===== config.mk =====
export PLATFORM = sky130hd
export DESIGN_NAME = score_sequencer
export DESIGN_NICKNAME = d
export VERILOG_FILES = /design/src/rtl/score_pkg.sv /design/src/rtl/edge_rise.sv /design/src/rtl/score_sequencer.sv
export SDC_FILE = /design/constraint.sdc
export NUM_CORES = 1
export LEC_CHECK = 0
export ABC_AREA = 1
export CAP_MARGIN = 20
export CORE_ASPECT_RATIO = 0.7
export CORE_MARGIN = 2
export CORE_UTILIZATION = 58
export CTS_CLUSTER_DIAMETER = 120
export DETAILED_ROUTE_END_ITERATION = 7
export GPL_TIMING_DRIVEN = 0
export PLACE_DENSITY = 0.83
export SYNTH_ARGS = -nofsm -noshare
export SYNTH_HDL_FRONTEND = slang
export SYNTH_SLANG_ARGS = --single-unit

===== constraint.sdc =====
create_clock -name clk -period 2.1 [get_ports clk]
set_input_delay 0.42 -clock clk [delete_from_list [all_inputs] [get_ports clk]]
set_output_delay 0.42 -clock clk [all_outputs]
set_load 0.05 [all_outputs]

===== src/rtl/score_pkg.sv =====
// Shared types and defaults for the score sequencer: FSM state encoding,
// the score ceiling and the default game parameters.
package score_pkg;

    typedef enum logic [2:0] {
        IDLE,
        CLEAR,
        PLAY,
        HOLD,
        WIN
    } state_t;

    localparam logic [3:0] SCORE_MAX       = 4'd15;
    localparam logic [3:0] WIN_SCORE_DEF   = 4'd15;
    localparam int         HOLD_CYCLES_DEF = 8;

endpackage


===== src/rtl/edge_rise.sv =====
// Single rising-edge detector: flags a cycle where din is high but was low
// on the previous clock edge. RST_VAL seeds the history register.
module edge_rise #(
    parameter logic RST_VAL = 1'b1
) (
    input  logic clk,
    input  logic rst_n,
    input  logic din,
    output logic rise
);

    logic prev;

    // NOTE: sequential state uses non-blocking assignments so every flop
    // samples the pre-edge values, independent of block ordering.
    always_ff @(posedge clk or negedge rst_n) begin
        if (!rst_n) begin
            prev <= RST_VAL;
        end else begin
            prev <= din;
        end
    end

    assign rise = din & ~prev;

endmodule


===== src/rtl/score_sequencer.sv =====
// Game sequencer driving an external 4-bit score counter through one-cycle
// Inc/Dec/LD pulses, with a lockout window after every accepted hit or miss.
module score_sequencer
    import score_pkg::*;
#(
    parameter logic [3:0] WIN_SCORE   = WIN_SCORE_DEF,
    parameter int         HOLD_CYCLES = HOLD_CYCLES_DEF
) (
    input  logic       clk,
    input  logic       rst_n,
    input  logic       start,
    input  logic       hit,
    input  logic       miss,
    input  logic [3:0] score,
    output logic       Inc,
    output logic       Dec,
    output logic       LD,
    output logic       playing,
    output logic       won
);

    localparam logic [7:0] HOLD_LEN = 8'(HOLD_CYCLES);

    logic       start_ev;
    logic       hit_ev;
    logic       miss_ev;
    state_t     state;
    logic [7:0] hold_cnt;

    // History resets high so a level already asserted at reset release is
    // not mistaken for a fresh press.
    edge_rise #(.RST_VAL(1'b1)) u_start_edge (
        .clk  (clk),
        .rst_n(rst_n),
        .din  (start),
        .rise (start_ev)
    );

    edge_rise #(.RST_VAL(1'b1)) u_hit_edge (
        .clk  (clk),
        .rst_n(rst_n),
        .din  (hit),
        .rise (hit_ev)
    );

    edge_rise #(.RST_VAL(1'b1)) u_miss_edge (
        .clk  (clk),
        .rst_n(rst_n),
        .din  (miss),
        .rise (miss_ev)
    );

    always_ff @(posedge clk or negedge rst_n) begin
        if (!rst_n) begin
            state    <= IDLE;
            hold_cnt <= 8'd0;
            Inc      <= 1'b0;
            Dec      <= 1'b0;
            LD       <= 1'b0;
            playing  <= 1'b0;
            won      <= 1'b0;
        end else begin
            // Pulses default low so each accepted event yields exactly one cycle.
            Inc <= 1'b0;
            Dec <= 1'b0;
            LD  <= 1'b0;

            if (start_ev) begin
                state    <= CLEAR;
                hold_cnt <= 8'd0;
                LD       <= 1'b1;
                playing  <= 1'b0;
                won      <= 1'b0;
            end else begin
                case (state)
                    IDLE: ;
                    CLEAR: begin
                        state   <= PLAY;
                        playing <= 1'b1;
                    end
                    PLAY: begin
                        if (hit_ev && !miss_ev && score < SCORE_MAX) begin
                            Inc      <= 1'b1;
                            state    <= HOLD;
                            hold_cnt <= HOLD_LEN;
                        end else if (miss_ev && !hit_ev && score != 4'd0) begin
                            Dec      <= 1'b1;
                            state    <= HOLD;
                            hold_cnt <= HOLD_LEN;
                        end
                    end
                    HOLD: begin
                        // The final HOLD cycle judges the already-updated score.
                        if (hold_cnt <= 8'd1) begin
                            hold_cnt <= 8'd0;
                            if (score >= WIN_SCORE) begin
                                state   <= WIN;
                                playing <= 1'b0;
                                won     <= 1'b1;
                            end else begin
                                state <= PLAY;
                            end
                        end else begin
                            hold_cnt <= hold_cnt - 8'd1;
                        end
                    end
                    WIN: ;
                    default: begin
                        state   <= IDLE;
                        playing <= 1'b0;
                        won     <= 1'b0;
                    end
                endcase
            end
        end
    end

endmodule


==> results_dict.tcl <==
set metrics [dict create \
    fmax_mhz 527 \
    placed_cell_area_um2 1300 \
    yosys.area.top_type_share 0.351 \
    synthCells 147 \
    gp_congestion 0.843 \
    slew_headroom 0.441 \
    synth-simple-area-share 0.421 \
    regArea_um2 479 \
    hp-class "flop to flop" \
    syn_avg_cell_area_um2 7.76 \
    wl_um 2440 \
    dieArea_um2 2340 \
    cts_resized 0 \
    fillers 154 \
    peakVddDrop_v 0.000896 \
    crit_chain "clkdlybuf4s50_1" \
    synth_cell_types 23 \
    antenna_found_initial 0 \
    dieHeight_um 41.1 \
    wire_per_inst_um 13.1 \
    total_power_mw 2.01 \
    synth_top_family_by_area "simple AND/OR/NAND/NOR gates" \
    status "completed" \
    final_nets 176 \
    cts.sinks 19 \
    ctsHoldBuffers 0 \
    drt_first_pass_iters 4 \
    synthMuxAreaShare 0 \
    slowest_delay_ns 0.81 \
    hold_viol 0 \
    grt_start_max_net_pins 20 \
    viasPerCell 5.27 \
    path_class "flop to output pin" \
    synth_xor_area_frac 0.0154 \
    grt_pass1_vias 897 \
    synth_area_leaders "dfrtp_1 35%, nand2_1 15%, dfstp_2 6.9%, inv_1 6.6%, nor2_4 4.9%" \
    cts_made_buffers 3 \
    core_area_um2 1850 \
    ioPinCount 14 \
    synth_seq_area_share 0.420 \
    cts_buffer_depth 2 \
    initial_utilization 0.615 \
    multiInputGateArea_um2 572 \
    crit_buf_inv 1 \
    powerDensity_nw_per_um2 1510 \
    post_cts_buffers 0 \
    io_buffers 13 \
    period_needed_ns 1.90 \
    maxCapViolations 0 \
    grtUsageTotal 0.246 \
    yosysTopAreaCell "dfrtp_1" \
    ant_nets 0 \
    syn-num-nets 158 \
    syn_to_final_growth_pct 16.2 \
    worst_pin_slew_ns 0.835 \
    maxSlewViolCount 0 \
    crit_path_start_kind "flop" \
    synth.ff_latch_count 19 \
    fin_crit_sh 0.904 \
    worstSkewPairLatency_ns 0.31 \
    grt_first_pass_wirelength_um 4060 \
    drive_above_1_share 0.159 \
    overflow 0 \
    final_area_um2 1330 \
    finClkSkew_ns 0.00316 \
    drc_errors 0 \
    setup_violations 0 \
    cts-root-buf "clkbuf_4" \
    num_rows 13 \
    worstPathRequired_ns 1.68 \
    clk_pin_slew_ns 0.10 \
    die_w_um 57.0 \
    end_kind "output pin" \
    p_leak_nw 0.682 \
    yosysWarnings 0 \
    drt_iter0_markers 39 \
    critPathArrivalTime_ns 1.48 \
    synth-adder-area-share 0.0219 \
    cp_max_fo 2 \
    cts_htree_levels 1 \
    fin_tns_setup_ns 0 \
    cts_tree "built" \
    insertedDiodeCount 0 \
    syn_area_um2 1140 \
    slowest_stage "clkdlybuf4s50_1" \
    hpwl_um 1850 \
    rsz0062_at_grt "false" \
    cp_top_family "buffers and inverters" \
    synth_compound_area_frac 0.0428 \
    vias 981 \
]
==> cell usage after synthesis <==
library cell,n
xor2_1,2
o21ai_1,6
nand2_1,45
nand4_4,1
nor2_1,13
nor2_4,5
nand4_1,8
dfrtp_1,16
nand3_2,2
clkinv_1,1
nor3_1,1
dfstp_2,3
nand3_4,1
nor2_2,2
o21ai_0,1
inv_1,20
inv_2,3
ha_1,2
nand2_4,2
nand3_1,9
a21oi_1,1
a21oi_2,1
nand2_2,2
==> sequential cells by signal, summed over array words and instances (netlist names) <==
| name | flops |
|---|---|
| LD | 1 |
| hold_cnt | 8 |
| state | 3 |
| Inc | 1 |
| playing | 1 |
| won | 1 |
| u_hit_edge.prev | 1 |
| u_start_edge.prev | 1 |
| u_miss_edge.prev | 1 |
| Dec | 1 |
==> worst reg2reg max path: stages (launching register included) <==
cell and delay (ns):
dfrtp_1 0.43, inv_2 0.13, ha_1 0.26, inv_1 0.06, nand2_1 0.11, nand4_4 0.18, a21oi_2 0.19, nand2_1 0.06
nand2_1 0.06, nand2_1 0.05
==> report_power, final <==
part	switching (mW)	leakage [nW]	total [mW]	internal [mW]
clock network	0.118	0.0177	0.189	0.0713
registers	0.147	0.243	0.628	0.481
logic	0.773	0.421	1.19	0.416
==> cells by family (layout without fill, tap and decap cells) <==
logic type,after synthesis,in the layout
AOI/OAI and AO/OA,9,9
xor gates and xnor gates,2,2
adders and majority gates,2,2
buffers and inverters,24,41
DFF,19,19
and+or+nand+nor,91,91
==> routing by layer <==
layer / global-route usage / routed length (µm) / vias up
met2: 0.388 / 1060 / 39
met3: 0.0820 / 199 / 6
met4: 0.0930 / 31 / 0
met5: 0 / 0 / -
li1: - / - / 499
met1: 0.321 / 1150 / 437
==> per-stage QoR <==
| stage | cells | worst slack (ns) | hold slack (ns) | utilization |
|---|---|---|---|---|
| after floorplan | 147 | 0.698 | 0.124 | - |
| after global placement | 182 | 0.254 | 0.461 | 0.700 |
| after detailed placement | 182 | 0.182 | 0.465 | 0.700 |
| after CTS | 186 | 0.185 | 0.498 | 0.715 |
| after global routing | 186 | 0.152 | 0.528 | 0.715 |
| final | 186 | 0.202 | 0.489 | 0.715 |
==> worst paths after layout <==
check | startpoint | end | slack (ns) | cells after the start
min in group asynchronous | rst_n | LD$_DFF_PN0_ | 0.58 | 1
max reg2reg | hold_cnt[0]$_DFFE_PN0P_ | state[2]$_DFFE_PN0P_ | 0.48 | 9
min | won$_DFFE_PN0P_ | won$_DFFE_PN0P_ | 0.49 | 2
max | playing$_DFFE_PN0P_ | playing | 0.20 | 1
max in group asynchronous | rst_n | hold_cnt[1]$_DFFE_PN0P_ | 1.01 | 1
min reg2reg | won$_DFFE_PN0P_ | won$_DFFE_PN0P_ | 0.49 | 2
==> cells in the final DEF (no fill, tap or decap) <==
| cell | Yosys | final |
|---|---|---|
| o21ai_1 | 6 | 6 |
| nand4_1 | 8 | 8 |
| o21ai_0 | 1 | 1 |
| nor2_2 | 2 | 2 |
| nand4_4 | 1 | 1 |
| nand2_4 | 2 | 2 |
| nand3_2 | 2 | 2 |
| nor2_4 | 5 | 5 |
| a21oi_1 | 1 | 1 |
| clkdlybuf4s50_1 | 0 | 13 |
| xor2_1 | 2 | 2 |
| ha_1 | 2 | 2 |
| dfrtp_1 | 16 | 16 |
| inv_1 | 20 | 20 |
| clkbuf_4 | 0 | 3 |
| inv_2 | 3 | 3 |
| nand2_1 | 45 | 45 |
| a21oi_2 | 1 | 1 |
| nor3_1 | 1 | 1 |
| nand3_4 | 1 | 1 |
| nand3_1 | 9 | 9 |
| nand2_2 | 2 | 2 |
| clkinv_2 | 0 | 1 |
| dfstp_2 | 3 | 3 |
| nor2_1 | 13 | 13 |
| clkinv_1 | 1 | 1 |
==> cell type report <==
type	count	area share
multi-input cells	104	0.431
flip-flops and latches	19	0.361
repair buffers	13	0.0981
inverters	24	0.0679
well taps	22	0.0208
clock buffers	3	0.0170
clock inverters	1	0.00377
(Power assumes the default switching activity.)
